**src/rtl/multicycle_control.sv**
```systemverilog
// Multi-cycle LEGv8 sequencing controller: FETCH/DECODE/EXEC/MEM/WB with
// a data-memory ready handshake, a retired-instruction counter and halt causes.
module multicycle_control #(
    parameter int CNT_WIDTH    = 32,
    parameter int MEM_WAIT_MAX = 15
) (
    input  logic                 CLK,
    input  logic                 Reset,
    input  logic [10:0]          Opcode,
    input  logic                 Zero,
    input  logic                 MemReady,
    output logic                 IRWrite,
    output logic                 PCWrite,
    output logic                 PCSrc,
    output logic                 Reg2Loc,
    output logic                 ALUSrc,
    output logic [3:0]           ALUCtrl,
    output logic [2:0]           SignOp,
    output logic                 MemRead,
    output logic                 MemWrite,
    output logic                 MemToReg,
    output logic                 RegWrite,
    output logic                 Halted,
    output logic [1:0]           HaltCause,
    output logic [CNT_WIDTH-1:0] RetireCount
);

    typedef enum logic [2:0] {
        S_FETCH, S_DECODE, S_EXEC, S_MEM, S_WB, S_HALT
    } state_t;

    typedef enum logic [3:0] {
        C_ILL, C_B, C_CBZ, C_ADD, C_SUB, C_AND, C_ORR,
        C_ADDI, C_SUBI, C_LDUR, C_STUR, C_MOVZ
    } class_t;

    localparam logic [7:0] WAIT_LAST = 8'(MEM_WAIT_MAX - 1);

    state_t                 state_reg;
    class_t                 class_reg;
    logic [7:0]             wait_reg;
    logic [1:0]             cause_reg;
    logic [CNT_WIDTH-1:0]   retire_reg;

    class_t                 dec_class;
    class_t                 cur_class;
    logic                   pc_write_raw;
    logic                   reg_write_raw;
    logic                   mem_write_raw;

    function automatic class_t decode_op(input logic [10:0] op);
        class_t c;
        casez (op)
            11'b000101?????: c = C_B;
            11'b10110100???: c = C_CBZ;
            11'b10001011000: c = C_ADD;
            11'b11001011000: c = C_SUB;
            11'b10001010000: c = C_AND;
            11'b10101010000: c = C_ORR;
            11'b1001000100?: c = C_ADDI;
            11'b1101000100?: c = C_SUBI;
            11'b11111000010: c = C_LDUR;
            11'b11111000000: c = C_STUR;
            11'b110100101??: c = C_MOVZ;
            default:         c = C_ILL;
        endcase
        return c;
    endfunction

    function automatic logic [2:0] signop_of(input class_t c);
        logic [2:0] s;
        case (c)
            C_CBZ:          s = 3'b001;
            C_ADDI, C_SUBI: s = 3'b010;
            C_LDUR, C_STUR: s = 3'b011;
            C_MOVZ:         s = 3'b100;
            default:        s = 3'b000;
        endcase
        return s;
    endfunction

    // DECODE sees the live opcode; later states use the class latched on leaving DECODE.
    always_comb begin
        dec_class     = decode_op(Opcode);
        cur_class     = (state_reg == S_DECODE) ? dec_class : class_reg;
        IRWrite       = 1'b0;
        pc_write_raw  = 1'b0;
        PCSrc         = 1'b0;
        Reg2Loc       = 1'b0;
        ALUSrc        = 1'b0;
        ALUCtrl       = 4'b0000;
        SignOp        = 3'b000;
        MemRead       = 1'b0;
        mem_write_raw = 1'b0;
        MemToReg      = 1'b0;
        reg_write_raw = 1'b0;

        if (state_reg inside {S_DECODE, S_EXEC, S_MEM, S_WB}) begin
            SignOp  = signop_of(cur_class);
            Reg2Loc = (cur_class == C_STUR) || (cur_class == C_CBZ);
        end

        case (state_reg)
            S_FETCH: IRWrite = 1'b1;
            S_EXEC: begin
                case (class_reg)
                    C_ADD:  ALUCtrl = 4'b0010;
                    C_SUB:  ALUCtrl = 4'b0110;
                    C_AND:  ALUCtrl = 4'b0000;
                    C_ORR:  ALUCtrl = 4'b0001;
                    C_ADDI: begin ALUSrc = 1'b1; ALUCtrl = 4'b0010; end
                    C_SUBI: begin ALUSrc = 1'b1; ALUCtrl = 4'b0110; end
                    C_MOVZ: begin ALUSrc = 1'b1; ALUCtrl = 4'b0111; end
                    C_LDUR, C_STUR: begin ALUSrc = 1'b1; ALUCtrl = 4'b0010; end
                    C_B:    begin pc_write_raw = 1'b1; PCSrc = 1'b1; end
                    C_CBZ:  begin ALUCtrl = 4'b0111; pc_write_raw = 1'b1; PCSrc = Zero; end
                    default: ;
                endcase
            end
            S_MEM: begin
                MemRead       = (class_reg == C_LDUR);
                mem_write_raw = (class_reg == C_STUR);
                pc_write_raw  = (class_reg == C_STUR) && MemReady;
            end
            S_WB: begin
                reg_write_raw = 1'b1;
                MemToReg      = (class_reg == C_LDUR);
                pc_write_raw  = 1'b1;
            end
            default: ;
        endcase
    end

    // An edge that carries Reset must not commit any architectural write.
    assign PCWrite     = pc_write_raw & ~Reset;
    assign RegWrite    = reg_write_raw & ~Reset;
    assign MemWrite    = mem_write_raw & ~Reset;
    assign Halted      = (state_reg == S_HALT);
    assign HaltCause   = cause_reg;
    assign RetireCount = retire_reg;

    always_ff @(posedge CLK) begin
        if (Reset) begin
            state_reg  <= S_FETCH;
            class_reg  <= C_ILL;
            wait_reg   <= 8'd0;
            cause_reg  <= 2'b00;
            retire_reg <= '0;
        end else begin
            case (state_reg)
                S_FETCH: state_reg <= S_DECODE;
                S_DECODE: begin
                    class_reg <= dec_class;
                    if (dec_class == C_ILL) begin
                        state_reg <= S_HALT;
                        cause_reg <= 2'b01;
                    end else begin
                        state_reg <= S_EXEC;
                    end
                end
                S_EXEC: begin
                    case (class_reg)
                        C_B, C_CBZ: begin
                            state_reg  <= S_FETCH;
                            retire_reg <= retire_reg + CNT_WIDTH'(1);
                        end
                        C_LDUR, C_STUR: state_reg <= S_MEM;
                        default:        state_reg <= S_WB;
                    endcase
                end
                S_MEM: begin
                    if (MemReady) begin
                        wait_reg <= 8'd0;
                        if (class_reg == C_STUR) begin
                            state_reg  <= S_FETCH;
                            retire_reg <= retire_reg + CNT_WIDTH'(1);
                        end else begin
                            state_reg <= S_WB;
                        end
                    end else if (wait_reg == WAIT_LAST) begin
                        // This cycle is the MEM_WAIT_MAX-th consecutive miss.
                        wait_reg  <= 8'd0;
                        state_reg <= S_HALT;
                        cause_reg <= 2'b10;
                    end else begin
                        wait_reg <= wait_reg + 8'd1;
                    end
                end
                S_WB: begin
                    state_reg  <= S_FETCH;
                    retire_reg <= retire_reg + CNT_WIDTH'(1);
                end
                S_HALT:  state_reg <= S_HALT;
                default: state_reg <= S_HALT;
            endcase
        end
    end

endmodule

```
**config.mk**
```make
export PLATFORM = sky130hd
export DESIGN_NAME = multicycle_control
export DESIGN_NICKNAME = d
export VERILOG_FILES = /design/src/rtl/multicycle_control.sv
export SDC_FILE = /design/constraint.sdc
export NUM_CORES = 1
export LEC_CHECK = 0
export CORE_AREA = 2 2 95 97
export CTS_CLUSTER_DIAMETER = 80
export DETAILED_ROUTE_END_ITERATION = 16
export DIE_AREA = 0 0 97 99
export PLACE_DENSITY = 0.68
export SLEW_MARGIN = 10
export SYNTH_ARGS = -nofsm -noshare
export SYNTH_HDL_FRONTEND = slang
export SYNTH_SLANG_ARGS = --single-unit
export TNS_END_PERCENT = 10
```
**constraint.sdc**
```tcl
create_clock -name CLK -period 2.6 [get_ports CLK]
set_input_delay 0.52 -clock CLK [delete_from_list [all_inputs] [get_ports CLK]]
set_output_delay 0.52 -clock CLK [all_outputs]
set_load 0.1 [all_outputs]
```
# After elaboration in Yosys (flattened, before gate mapping)
# Index checks and enable logic that the tools add are counted.
[totals]
reg_bits = 49
in_bits = 15
out_inout_bits = 51
wordCells = 102
[classes]
add_sub_neg = 2
eq_ne = 40
muxes = 34
bitwise = 4
reduce_logical = 17
[op_table]
columns = ["op", "n"]
rows = [
  ["2-to-1 mux 32 bit", 3],
  ["one-hot mux 32 bit (3 select lines)", 1],
  ["equality test 11 bit (second input constant)", 6],
  ["one-hot mux 4 bit (11 select lines)", 1],
  ["adder 32 x 1 -> 32 bit (second input constant)", 1],
  ["equality test 4 bit (second input constant)", 8],
  ["one-hot mux 3 bit (4 select lines)", 2],
  ["equality test 10 bit (second input constant)", 2],
  ["2-to-1 mux 3 bit", 6],
  ["equality test 4 x 3 -> 1 bit (second input constant)", 4],
  ["2-to-1 mux 8 bit", 2],
  ["one-hot mux 3 bit (5 select lines)", 1],
  ["equality test 4 x 2 -> 1 bit (second input constant)", 3],
  ["OR reduction 2 bit", 6],
  ["2-to-1 mux 1 bit", 10],
  ["equality test 9 bit (second input constant)", 1],
  ["adder 8 x 1 -> 8 bit (second input constant)", 1],
  ["equality test 8 x 4 -> 1 bit (second input constant)", 1],
  ["equality test 8 bit (second input constant)", 1],
  ["AND reduction 4 bit", 2],
  ["equality test 3 x 2 -> 1 bit (second input constant)", 2],
  ["equality test 3 bit (second input constant)", 2],
  ["equality test 6 x 3 -> 1 bit (second input constant)", 1],
  ["2-to-1 mux 2 bit", 3],
  ["other kinds (21)", 27],
]

# Longest topological paths before layout
[logic_depth]
ltp_word = 7
ltp_mapped = 9
depth_no_buf = 8

# Worst setup path before layout
# OpenSTA, ideal clock, no wires.
[synth_path]
kind = "register -> output"
from = "register state_reg[2]"
to = "output PCSrc"
arrival_time_ns = 5.528
required_ns = 2.080
setup_slack_ns = -3.448
stages_incl_launch_ff = 5
n_path_buf = 1
path_cell_list = "dfxtp_1 > clkbuf_1 > nand2b_1 > nand2b_1 > a2111oi_0"
[synth_via]
elab_chain_cells = 2
[synth_lines]
columns = ["element", "line", "source"]
rows = [
  ["start: declaration", "39", "state_t state_reg;"],
  ["start signal: assignment", "144", "state_reg <= S_FETCH;"],
  ["start signal: assignment", "151", "S_FETCH: state_reg <= S_DECODE;"],
  ["start signal: assignment", "155", "state_reg <= S_HALT;"],
  ["equality test 3 x 2 -> 1 bit", "103", "case (state_reg)"],
  ["2-to-1 mux 1 bit", "103", ""],
  ["end: declaration", "14", "output logic PCSrc,"],
]
# Every way passes these cells.

# Final worst setup path
[layout_path]
from = "input Opcode[1]"
to = "output SignOp[0]"
[layout_via]
elab_chain_cells = 7
elab_cells_between_ends = 20
classes_between = "14 x eq/ne; 4 x mux; 2 x reduce/logical"
[layout_lines]
columns = ["element", "line", "source"]
rows = [
  ["start: declaration", "9", "input logic [10:0] Opcode,"],
  ["equality test 11 bit or equality test 10 bit (tied branches)", "53", "casez (op)"],
  ["one-hot mux 4 bit (11 select lines) *", "53", ""],
  ["2-to-1 mux 4 bit *", "n/a", ""],
  ["equality test 4 bit or equality test 4 x 3 -> 1 bit (tied branches)", "72", "case (c)"],
  ["OR reduction 2 bit", "72", ""],
  ["one-hot mux 3 bit (4 select lines) *", "72", ""],
  ["2-to-1 mux 3 bit *", "98", "if (state_reg inside {S_DECODE, S_EXEC, S_MEM, S_WB}) begin"],
  ["end: declaration", "18", "output logic [2:0] SignOp,"],
]
# Mark *: on every way between the ends. The rest lies on a longest branch, timed or not.

==> flow_summary.toml <==
[setup_path]
critPathMaxFanout = 3
cp-end-kind = "primary output"
arrival_ns = 2.33
r2r_slack_ns = 0.32
crit_type = "input port to primary output"
critPathRequiredTime_ns = 2.08
startpoint_type = "input port"

[synth]
synth_edf_count = 0
yosys.area_share.adder_pct = 1.31
synth_compound_area_share_pct = 11.6
synth.area.mux_share_pct = 0.350
ys.flop_type = "dfxtp_1"
synth-async-reset-ratio_pct = 0
synth_area_um2 = 2860
synth.distinct_cells = 57
syn-instance-count = 360
ys_ff_latch = 49
yosys.area.top_type = "dfxtp_1"
synth_top_family_by_area = "simple AND/OR/NAND/NOR gates"
netlist_top_cells_area = "dfxtp_1 34%, nor2_1 6.7%, xor2_1 6.4%, a21oi_1 4.2%, nand3_1 3.5%"
synth.avg_cell_area_um2 = 7.95
synth-simple-area-share_pct = 38.3
synth_top_area_share_pct = 34.3
syn_nets = 378
synth_xor_area_share_pct = 9.79
seq_area_frac_synth_pct = 34.3
synth_warnings = 0

[drt]
ant_nets = 0
first_iter_violations = 118
dr.pass1.iters = 6
vias_per_cell = 5.25
post_drt_wl_per_cell_um = 14.0
drcViolationCount = 0
via_count = 2903
wl_um = 7750

[floorplanning]
die_w_um = 97
dieArea_um2 = 9600
initial_core_util_pct = 33.5
dieHeight_um = 99
core-area_um2 = 8550
rows = 34
ioPinCount = 66

[cts]
tritoncts = "done"
clkLatencyLatePin_ns = 0.30
clk_pin_slew_ns = 0.09
cts.sink_count = 49
htree_levels = 2
cts_root_buf = "clkbuf_8"
clk_path_buf_depth = 2
cts_made_buffers = 5

[timing]
slew_headroom_pct = 61.6
grt_setup_unrepaired = "true"
fmax_mhz = 351
setup_violations = 4
finalHoldViolations = 0
final_max_slew_viol_count = 0
fin_skew_ns = 0.00444
fin_crit_sh_pct = 110
layout_setup_ws_ns = -0.253
worst_slew_pin_slew_ns = 0.576
final.min_clock_period_ns = 2.85

[final_layout]
num-fill-cells = 784
ff_latch_area_um2 = 990
drive_above_1_share_pct = 35.3
num_antenna_cells = 0
final_cells = 553
layout.nets = 463
multiInputGateArea_um2 = 2030
final_cell_area_um2 = 4220
largest_reg_flops = 32
area_growth_pct = 47.4

[power]
p_leak_nw = 1.60
p_per_area_nw_per_um2 = 506
ir_drop_v = 0.000272

[hold_path]
worstHoldPathType = "flop to flop"

[grt]
grt_pass1_wl_um = 13000
grt_pass1_vias = 2759
overflow = 0
antenna_found_initial = 0
track_usage_pct = 15.9
grt_start_max_net_pins = 37

[flow_run]
max-cap-violations = 0

[place]
hpwl_um = 5520
place_congestion = 0.942
place_area_um2 = 3930
place_inst = 540
io_buffer_count = 64
dp_slack_ns = -0.716

[status]
status = "finished, violations left"
violations = "setup timing"
through the flow:
step | utilization (%) | total power [W] | hold WS, ns | TNS, ns
global placement | 46.0 | 0.00157 | 0.456 | -2.37
CTS | 48.9 | 0.00214 | 0.477 | -0.753
finish | 49.3 | 0.00214 | 0.467 | -0.695
floorplan | - | 0.00131 | 0.449 | -5.93
detailed placement | 46.0 | 0.00158 | 0.464 | -2.57
global route | 49.3 | 0.00224 | 0.494 | -1.09
synthesized netlist by cell type, types with 2 or more instances:
cell and n:
a21oi_1 24, nand3b_1 7, clkbuf_1 11, buf_2 4
nand3_1 20, nor3_1 8, and2_1 5, nor3_4 2
nand2b_1 12, nor4_1 7, nor3b_1 2, nor4bb_1 3
xnor2_1 11, nor4b_1 2, inv_1 9, nand4b_1 2
nor2b_1 4, and3_1 13, nand2_1 20, nand4_1 16
a211oi_1 2, or3_1 5, or2_2 3, nor2_1 51
a31oi_1 3, xor2_1 21, dfxtp_1 49, and4_1 2
buf_4 3, ha_1 3, o21ai_0 10
layer usage:
layer / GRT usage (%) / routed length (µm) / up-vias
met2: 26.7 / 3640 / 76
met3: 3.19 / 358 / 15
li1: - / - / 1447
met5: 0 / 0 / -
met1: 20.6 / 3570 / 1365
met4: 5.31 / 178 / 0
worst paths after layout:
check,startpoint,cells after the start,endpoint
worst max-delay path,Opcode[1],9,SignOp[0]
worst min-delay path,HaltCause[0]$_SDFFE_PP0P_,2,HaltCause[0]$_SDFFE_PP0P_
worst max register to register,RetireCount[2]$_SDFFE_PP0P_,6,RetireCount[26]$_SDFFE_PP0P_
worst min register to register,HaltCause[0]$_SDFFE_PP0P_,2,HaltCause[0]$_SDFFE_PP0P_
cells in the final DEF (no fill, tap or decap), types with 3 or more instances in the layout:
| cell type | synthesis | layout |
|---|---|---|
| a21oi_1 | 24 | 19 |
| a21oi_2 | 0 | 3 |
| a31oi_1 | 3 | 3 |
| and2_1 | 5 | 4 |
| and3_1 | 13 | 13 |
| buf_12 | 0 | 15 |
| buf_2 | 4 | 8 |
| buf_4 | 3 | 65 |
| buf_6 | 0 | 4 |
| clkbuf_8 | 0 | 5 |
| dfxtp_1 | 49 | 44 |
| dfxtp_2 | 0 | 4 |
| ha_1 | 3 | 3 |
| inv_1 | 9 | 8 |
| nand2_1 | 20 | 19 |
| nand2b_1 | 12 | 11 |
| nand3_1 | 20 | 17 |
| nand3_2 | 1 | 4 |
| nand3b_1 | 7 | 7 |
| nand4_1 | 16 | 16 |
| nor2_1 | 51 | 49 |
| nor2b_1 | 4 | 3 |
| nor3_1 | 8 | 5 |
| nor3_4 | 2 | 3 |
| nor4_1 | 7 | 4 |
| o21ai_0 | 10 | 9 |
| or3_1 | 5 | 5 |
| xnor2_1 | 11 | 10 |
| xor2_1 | 21 | 21 |
layout make-up:
type | instances | share of cell area (%)
Sequential cell | 49 | 23.5
Inverter | 9 | 0.801
Tap cell | 108 | 3.20
Timing Repair Buffer | 97 | 21.9
Clock inverter | 2 | 0.830
Clock buffer | 5 | 1.63
Multi-Input combinational cell | 283 | 48.2
logic make-up after synthesis:
logic type               count (synthesis)
adder cells (fa/ha/maj)                  3
AND/OR/NAND/NOR                        193
AO/OA/AOI/OAI                           53
XOR/XNOR                                32
other                                    1
multiplexers                             1
flip-flops                              49
buffers and inverters                   28
timing repair:
action                                  CTS  global route
pin swaps                                15             8
gates resized for setup                  73             9
endpoints found under the setup margin    5             5
hold buffers                              0             0
buffers inserted                          5             1
power breakdown:
part / internal, W / switching, W / total (W)
combinational: 0.000309 / 0.000489 / 0.000798
sequential: 0.000776 / 0.0000387 / 0.000815
clock: 0.000280 / 0.000244 / 0.000524
total: 0.00136 / 0.000771 / 0.00214
worst max-delay path: stages:
cell	delay, ns
buf_2	0.13
buf_6	0.13
nor4b_4	0.32
nand2_2	0.14
a21oi_4	0.21
o31ai_4	0.10
or3b_1	0.39
a21oi_2	0.18
buf_12	0.19
No activity file was read; power rests on OpenSTA's default activity.
